## src/rtl/mul_add_tree.sv

```systemverilog
// Unsigned WIDTH x WIDTH multiplier built from a shift-and-add partial-product tree.
// Stage 1 registers pairwise sums of the partial products.
// Stage 2 registers the balanced adder-tree total of those pair sums.
// A valid flag travels alongside the data.
// The datapath registers are never gated by in_valid, so mul_out always reflects
// the operands from two cycles earlier. Consumers qualify it with out_valid.
module mul_add_tree #(
    parameter int WIDTH = 4
) (
    input  logic               clk,
    input  logic               rst_n,
    input  logic               in_valid,
    input  logic [WIDTH-1:0]   mul_a,
    input  logic [WIDTH-1:0]   mul_b,
    output logic [2*WIDTH-1:0] mul_out,
    output logic               out_valid
);

    localparam int PW = 2 * WIDTH;   // product width
    localparam int NP = WIDTH / 2;   // number of stage-1 pair sums

    logic [PW-1:0] pp          [WIDTH];
    logic [PW-1:0] s1_next     [NP];
    logic [PW-1:0] s1_reg      [NP];
    logic [PW-1:0] tree_node   [NP];
    logic [PW-1:0] mul_out_next;
    logic [PW-1:0] mul_out_reg;
    logic          v1_reg;
    logic          out_valid_reg;

    // Partial products: row i is mul_a gated by bit i of mul_b.
    // Each row is zero-extended to the product width, then shifted left by i.
    generate
        for (genvar gi = 0; gi < WIDTH; gi++) begin : g_pp
            assign pp[gi] = {{WIDTH{1'b0}}, (mul_b[gi] ? mul_a : {WIDTH{1'b0}})} << gi;
        end
    endgenerate

    // Stage 1: each register holds the sum of two adjacent partial-product rows.
    generate
        for (genvar gi = 0; gi < NP; gi++) begin : g_stage1
            assign s1_next[gi] = pp[2*gi] + pp[2*gi+1];

            // Pair-sum register. It captures every cycle; in_valid does not gate it.
            always_ff @(posedge clk) begin
                if (!rst_n) begin
                    s1_reg[gi] <= '0;
                end else begin
                    s1_reg[gi] <= s1_next[gi];
                end
            end
        end
    endgenerate

    // Balanced binary reduction of the pair sums.
    // NP is a power of two, so every level pairs up evenly.
    always_comb begin
        tree_node = s1_reg;
        for (int step = 1; step < NP; step = step * 2) begin
            for (int j = 0; j + step < NP; j = j + 2 * step) begin
                tree_node[j] = tree_node[j] + tree_node[j+step];
            end
        end
        mul_out_next = tree_node[0];
    end

    // Stage-1 valid flag, delayed alongside the pair sums.
    always_ff @(posedge clk) begin
        if (!rst_n) begin
            v1_reg <= 1'b0;
        end else begin
            v1_reg <= in_valid;
        end
    end

    // Stage 2: final product and its valid flag.
    always_ff @(posedge clk) begin
        if (!rst_n) begin
            mul_out_reg   <= '0;
            out_valid_reg <= 1'b0;
        end else begin
            mul_out_reg   <= mul_out_next;
            out_valid_reg <= v1_reg;
        end
    end

    assign mul_out   = mul_out_reg;
    assign out_valid = out_valid_reg;

endmodule

```

## config.mk

```make
export PLATFORM = sky130hd
export DESIGN_NAME = mul_add_tree
export DESIGN_NICKNAME = d
export VERILOG_FILES = /design/src/rtl/mul_add_tree.sv
export SDC_FILE = /design/constraint.sdc
export NUM_CORES = 1
export LEC_CHECK = 0
export CORE_MARGIN = 2
export CORE_UTILIZATION = 45
export DETAILED_ROUTE_END_ITERATION = 12
export PLACE_DENSITY = 0.73
export SKIP_LAST_GASP = 1
export SLEW_MARGIN = 20
export SYNTH_ARGS = -nofsm -noshare
export SYNTH_HDL_FRONTEND = slang
export SYNTH_SLANG_ARGS = --single-unit
```

## constraint.sdc

```tcl
create_clock -name clk -period 1.6 [get_ports clk]
set_clock_uncertainty 0.2 [all_clocks]
set_input_delay 0.24 -clock clk [delete_from_list [all_inputs] [get_ports clk]]
set_output_delay 0.24 -clock clk [all_outputs]
set_load 0.02 [all_outputs]
```

; Word level (Yosys, flattened, before mapping)
; Index checks and enable logic that the tools add are counted.
[totals]
register_bits = 26
latch_bits = 0
ram_bits = 0
romBits = 0
inputBits = 11
out_inout_bits = 9
word_cells = 12
memories = 0
[classes]
addsub = 3
mul = 0
n_div = 0
magnitude_cmp = 0
n_eq_ne = 0
shifts = 0
mux = 4
bitwise_logic = 0
n_reduce_logical = 0
[op_table]
columns = cell, count
row1 = 4-bit two-way mux, 4
row2 = 6-bit by 7-bit adder with 8-bit output, 1
row3 = 8-bit adder, 1
row4 = 4-bit by 5-bit adder with 6-bit output, 1

; Logic depth before layout (Yosys ltp)
; Gate-level depths: netlist of the first run.
[depth]
ltp_word = 2
mapped_depth = 7
depth_no_buf = 7

; Least setup slack after synthesis of the first run
; OpenSTA, ideal clock, no wires.
[synth_timing]
kind = flip-flop to flip-flop
startpoint = register s1_reg[2] (netlist name)
endpoint = register mul_out_reg[6] (netlist: mul_out[6])
setup_ns = 0.072
t_arrival_ns = 1.370
required_time_ns = 1.328
slack_ns = -0.041
path_stages_with_launch = 6
path_buffers = 0
synth_period_minus_slack_ns = 1.641
cell_sequence = dfxtp_1 -> ha_1 -> fa_1 -> a21o_1 -> a21oi_1 -> mux2i_1
[synth_between]
elab_chain_cells = 1
[synth_lines]
columns = element, line_no
row1 = "start, declared", 24  ; logic [PW-1:0] s1_reg [NP];
row2 = "start signal, assigned by index", 49  ; s1_reg[gi] <= s1_next[gi];
row3 = 8-bit adder, 61  ; tree_node[j] = tree_node[j] + tree_node[j+step];
row4 = "end signal, assigned", 82  ; mul_out_reg <= mul_out_next;
row5 = "end, declared", 27  ; logic [PW-1:0] mul_out_reg;
; Every way passes these cells.
; A chain may end at the register's enable or synchronous reset.

; Worst setup path after layout of the first run
[layout_timing]
startpoint = register s1_reg[10] (netlist name)
endpoint = register mul_out_reg[6] (netlist: mul_out[6])
; The elaborated chain is that of the path after synthesis.

==> flow_summary_export.csv, run 1 <==
group,metric,value,unit
grt,grt_overflow_total,0,
finish,largest_reg_flops,12,
finish,layout_common_cells,"and2_1 (22), dfxtp_1 (21), dlygate4sd2_1 (16)",
setup_path,crit_arrival,1.63,ns
synthesis,synthesis.nets,127,
sta,tns,0,ns
outcome,status,"finished, final reports clean",
synthesis,ys.flop_type,"dfxtp_1",
clock_tree,cts_htree_levels,1,
clock_tree,clk_latency,0.30,ns
sta,slew_headroom,86.3,%
power,ir_worst_vdd,0.570,mV
setup_path,r2r_start,"s1_reg[10]",
setup_path,max_stage_delay,0.35,ns
synthesis,synth-seq-area-share,42.1,%
sta,worstMarginPinSlew,0.207,ns
synthesis,async_flop_share,0,%
synthesis,ys_warn_count,0,
place,place_congestion,0.725,
clock_tree,clockBufferDepth,2,
floorplan,core-area,0.00221,sq mm
grt,grt_usage,14.7,%
clock_tree,cts_setup_buffers,0,
sta,fin_crit_sh,99.5,%
sta,slew_violations,0,
sta,whs,0.141,ns
power,p_int,825,uW
place,placed_area,0.00132,sq mm
finish,layout_commonest_cell,"and2_1",
flow_run,drv_cap,0,
setup_path,path_cells,"ha_4 > fa_2 > a21o_1 > a21oi_2 > mux2i_1",
setup_path,required,1.64,ns
worst_hold_path,hold_path_class,"input pin to register",
sta,fin_ws,0.00754,ns
clock_tree,cts_buffers,3,
grt,grt_max_degree,26,
power,p_seq_share,53.9,%
detailed_routing,drt_iter0_markers,5,
sta,setup_viol,0,
setup_path,crit_fanout,2,
clock_tree,clk_pin_slew,0.12,ns
detailed_routing,routed_wl,1780,um
setup_path,startpoint_type,"register",
power,powerDensity,796,mW/mm^2
finish,diodes,0,
finish,synthToLayoutAreaGrowth,32.3,%
detailed_routing,detail-route-antenna-nets,0,
sta,min_period,1.59,ns
detailed_routing,via_count,768,
grt,antenna_found_initial,0,
detailed_routing,drt-vias-per-instance,4.86,
detailed_routing,drt-wirelength-per-cell,11.3,um
power,combPwrFrac,18.4,%
floorplan,ioPinCount,20,
finish,drive_above_1_share,17.7,%
power,leakage,0.721,nW
power,p_clk_share,27.7,%
clock_tree,cts_tree,"done",
setup_path,reg2reg_slack,0.008,ns
place,io_buffers,19,
clock_tree,clock_sinks,22,
synthesis,syn_area_per_cell,10.2,sq um
sta,final_hold_viol_count,0,
power,power.switching,277,uW
sta,rsz0062_at_grt,"true",
floorplan,dieArea,0.00273,sq mm
detailed_routing,drc,0,
floorplan,rows,17,
synthesis,synth.distinct_cells,19,
synthesis,syn_inst,103,
setup_path,path_class,"register to register",
floorplan,dieHeight,52.2,um
detailed_routing,detail_route.first_pass.iterations,2,
setup_path,cp_slowest_cell,"dfxtp_1",
synthesis,synth_edf_count,0,
grt,grt_pass1_wl,2900,um
setup_path,crit_start,"s1_reg[10]",
finish,fin_nets,155,
floorplan,dieWidth,52.2,um
finish,stdcell_area,0.00139,sq mm
clock_tree,cts_root_buf,"clkbuf_4",
sta,clock.fmax,628,MHz
synthesis,synthesis.area,0.00105,sq mm
setup_path,endpoint_kind,"register",
floorplan,start_util,47.3,%
place,place_ws,-0.521,ns
worst_hold_path,hp-start,"mul_a[0]",
grt,grt_pass1_vias,718,
synthesis,synth_seq_cells,22,
power,switching_share,25.1,%
## cell usage after synthesis (2+ instances only)
cell      number  area [sq um]
a21o_1         5          37.5
inv_1          4          15.0
nand2b_1       3          18.8
nand2_1        7          26.3
dfxtp_1       22           440
fa_1           3          60.1
nor2_1         2          7.51
a21oi_1        6          30.0
and2_1        24           150
mux2i_1        5          50.1
ha_1          10           125
xor2_1         2          17.5
and3_1         3          18.8
nand3_1        2          10.0
## layout make-up
cell class,count,area (sq um)
tap,28,35.0
timing repair buffer,25,228
fill,206,827
sequential,22,442
multi-input combinational,75,629
inverter,4,15.0
clock buffer,4,36.3
## cells by family (layout without fill, tap and decap cells)
logic type      after synthesis  after routing  share of synthesized area (%)
fa+ha+maj                    13             13                           17.7
buf+inv                       6             33                           2.63
xor+xnor                      3              3                           2.51
flops                        22             22                           42.1
simple gates                 42             42                           22.7
mux                           5              5                           4.78
compound gates               12             12                           7.65
## stage by stage
stage          utilization (%)  instances  power (mW)
6_report                  62.6        158        1.10
3_5_place_dp              59.7        154       0.813
3_3_place_gp              59.7        154       0.804
4_1_cts                   61.6        158        1.10
5_1_grt                   62.6        158        1.15
2_1_floorplan                -        103       0.719
## critical path: cells and delay by family, from the launching register on
kind / cells / cell delay [ns]
DFF: 1 / 0.35
AOI/OAI and AO/OA: 2 / 0.31
muxes: 1 / 0.17
adders and majority gates: 2 / 0.49
## power by group through the flow
stage / logic, mW / registers [mW] / clock network (mW)
3_3_place_gp: 0.199 / 0.605 / 0
5_1_grt: 0.227 / 0.597 / 0.324
4_1_cts: 0.198 / 0.593 / 0.312
2_1_floorplan: 0.0970 / 0.622 / 0
3_5_place_dp: 0.207 / 0.606 / 0
6_report: 0.202 / 0.594 / 0.306
## timing repair
item	4_1_cts	5_1_grt
pin swaps	2	0
endpoints found under the setup margin	19	3
hold buffers	0	0
gates resized for setup	26	2
## layer usage
| layer | part of all wire [%] | track usage [%] | vias up |
|---|---|---|---|
| met5 | 0 | 0 | - |
| met4 | 1.9 | 8.55 | 0 |
| li1 | - | - | 393 |
| met1 | 44 | 15.1 | 356 |
| met3 | 2.8 | 2.00 | 4 |
| met2 | 51 | 27.8 | 15 |
## path summary, 6_finish.rpt
| check | to | cells after the start |
|---|---|---|
| setup / recovery | mul_out[6] | 5 |
| hold / removal | s1_reg[8] | 2 |
| setup reg to reg | mul_out[6] | 5 |
| hold reg to reg | out_valid | 1 |
No activity file was read; power rests on OpenSTA's default activity.
==> run 2, diff against run 1 <==
--- a/config.mk
+++ b/config.mk
@@ -5,6 +5,7 @@
 export SDC_FILE = /design/constraint.sdc
 export NUM_CORES = 1
 export LEC_CHECK = 0
+export CAP_MARGIN = 10
 export CORE_MARGIN = 2
 export CORE_UTILIZATION = 45
 export DETAILED_ROUTE_END_ITERATION = 12
@@ -14,3 +15,4 @@
 export SYNTH_ARGS = -nofsm -noshare
 export SYNTH_HDL_FRONTEND = slang
 export SYNTH_SLANG_ARGS = --single-unit
+export TNS_END_PERCENT = 30
==> constraint.sdc (replaced) <==
create_clock -name clk -period 1.35 [get_ports clk]
set_clock_uncertainty 0.2 [all_clocks]
set_input_delay 0.2025 -clock clk [delete_from_list [all_inputs] [get_ports clk]]
set_output_delay 0.2025 -clock clk [all_outputs]
set_load 0.02 [all_outputs]
==> run 2 against run 1 <==
Compared with the run above: maximum frequency is 0.91% lower; first-iteration DRC count shrank 40%; hold slack got worse by 0.12 ns; register-to-register slack got worse by 0.26 ns; total power rose by 22%; largest power group unchanged; clock power up 14%; the run now ends with negative setup slack left; utilization increased by 5.3 points.
==> flow_summary_export.csv, run 2 (same netlist as run 1, synthesis figures left out) <==
group,metric,value,unit
detailed_routing,drt-wirelength-per-cell,11.1,um
clock_tree,cts_htree_levels,1,
sta,final_hold_viol_count,0,
clock_tree,clockBufferDepth,2,
finish,fin_cells,163,
detailed_routing,drt-vias-per-instance,4.88,
sta,rsz0062_at_grt,"true",
detailed_routing,routed_wl,1810,um
floorplan,dieWidth,52.2,um
floorplan,start_util,47.3,%
sta,fin_ws,-0.257,ns
floorplan,rows,17,
worst_hold_path,hold_path_class,"input pin to register",
sta,clock.fmax,622,MHz
finish,synthToLayoutAreaGrowth,43.5,%
power,ir_worst_vdd,0.482,mV
setup_path,crit_fanout,2,
sta,slew_violations,0,
place,dp_hpwl,1350,um
clock_tree,clk_latency,0.30,ns
sta,worstMarginPinSlew,0.212,ns
floorplan,dieHeight,52.2,um
detailed_routing,drc,0,
grt,antenna_found_initial,0,
finish,layout_commonest_cell,"dfxtp_1",
sta,min_period,1.61,ns
power,powerDensity,893,mW/mm^2
finish,fin_nets,160,
clock_tree,cts_buffers,3,
outcome,violations,"negative setup slack",
setup_path,crit_start,"s1_reg[10]",
sta,fin_crit_sh,119,%
place,dp_cells,157,
outcome,status,"complete, but fails checks",
setup_path,required,1.39,ns
grt,grt_pass1_vias,731,
clock_tree,clk_pin_slew,0.11,ns
setup_path,crit_arrival,1.64,ns
floorplan,ioPinCount,20,
detailed_routing,detail_route.first_pass.iterations,6,
detailed_routing,via_count,796,
grt,grt_usage,15.0,%
power,power.total,1.34,mW
setup_path,startpoint_type,"register",
clock_tree,clock_sinks,22,
power,leakage,0.747,nW
place,io_buffers,19,
finish,largest_reg_flops,12,
sta,slew_headroom,85.9,%
finish,diodes,0,
floorplan,core-area,0.00221,sq mm
sta,setup_viol,6,
setup_path,r2r_start,"s1_reg[10]",
grt,grt_pass1_wl,3060,um
detailed_routing,drt_iter0_markers,3,
setup_path,endpoint_kind,"register",
place,place_congestion,0.747,
grt,grt_max_degree,26,
finish,drive_above_1_share,37.8,%
setup_path,path_class,"register to register",
clock_tree,cts_tree,"done",
floorplan,dieArea,0.00273,sq mm
clock_tree,cts_root_buf,"clkbuf_4",
flow_run,drv_cap,0,
grt,grt_overflow_total,0,
finish,layout_common_cells,"dfxtp_1 (16), and2_1 (14), and2_4 (10), dlygate4sd2_1 (10), buf_4 (8)",
setup_path,reg2reg_slack,-0.26,ns
detailed_routing,detail-route-antenna-nets,0,
worst_hold_path,hp-start,"mul_b[2]",
==> run 2: changes by cell type in the layout (fill, tap and decap cells not counted), moves of 2 or more <==
cell           previous run  this run
dlygate4sd3_1             0         2
and2_4                    2        10
and2_1                   22        14
dfxtp_1                  21        16
ha_4                      2         7
dfxtp_2                   1         5
clkbuf_2                  0         5
buf_4                     5         8
ha_1                      6         2
dlygate4sd2_1            16        10
==> run 2: final timing paths <==
kind                endpoint  cells after the start
setup / recovery  mul_out[6]                      5
hold / removal     s1_reg[2]                      2
setup reg to reg  mul_out[6]                      5
hold reg to reg    out_valid                      1
==> run 2: per-layer routing <==
layer / up-vias / global-route usage (%) / share of wire (%)
li1: 403 / - / -
met1: 374 / 16.9 / 45
met3: 4 / 1.71 / 2.9
met2: 15 / 28.3 / 50
met4: 0 / 6.41 / 1.7
met5: - / 0 / 0
==> run 2: worst max-delay path, stage by stage (launching register included) <==
cell	delay, ns
dfxtp_2	0.35
ha_4	0.16
fa_2	0.34
a21o_1	0.18
a21oi_2	0.14
mux2i_1	0.18
==> run 2: cell type report <==
type | instances | area (sq um)
multi-input cells | 75 | 718
fillers | 173 | 709
flip-flops and latches | 22 | 450
clock buffers | 4 | 36.3
inverters | 4 | 15.0
well taps | 28 | 35.0
repair buffers | 30 | 248
==> run 2: timing repair <==
action | in CTS | in global routing
endpoints found under the hold margin | 0 | 2
pin swaps | 9 | 6
buffers inserted | 0 | 0
endpoints found under the setup margin | 22 | 20
cloned | 0 | 0
hold buffers | 0 | 2
resized for setup | 40 | 17
==> run 2: metrics by stage <==
step / util, % / setup WS [ns] / instance area [sq um] / TNS (ns) / hold WS (ns)
after floorplan: - / -0.217 / 1080 / -0.737 / 0.130
after CTS: 65.7 / -0.266 / 1450 / -0.930 / 0.00947
final: 67.9 / -0.257 / 1500 / -0.615 / 0.0179
after global placement: 61.9 / -0.662 / 1370 / -5.67 / 0.215
after global routing: 67.9 / -0.318 / 1500 / -1.34 / 0.0158
after detailed placement: 61.9 / -0.760 / 1370 / -6.10 / 0.222
==> run 2: power breakdown <==
group          internal (mW)  switching [mW]  leakage [nW]  total (mW)
sequential             0.690          0.0219         0.183       0.712
combinational          0.158           0.123         0.543       0.282
clock                  0.164           0.184        0.0210       0.349
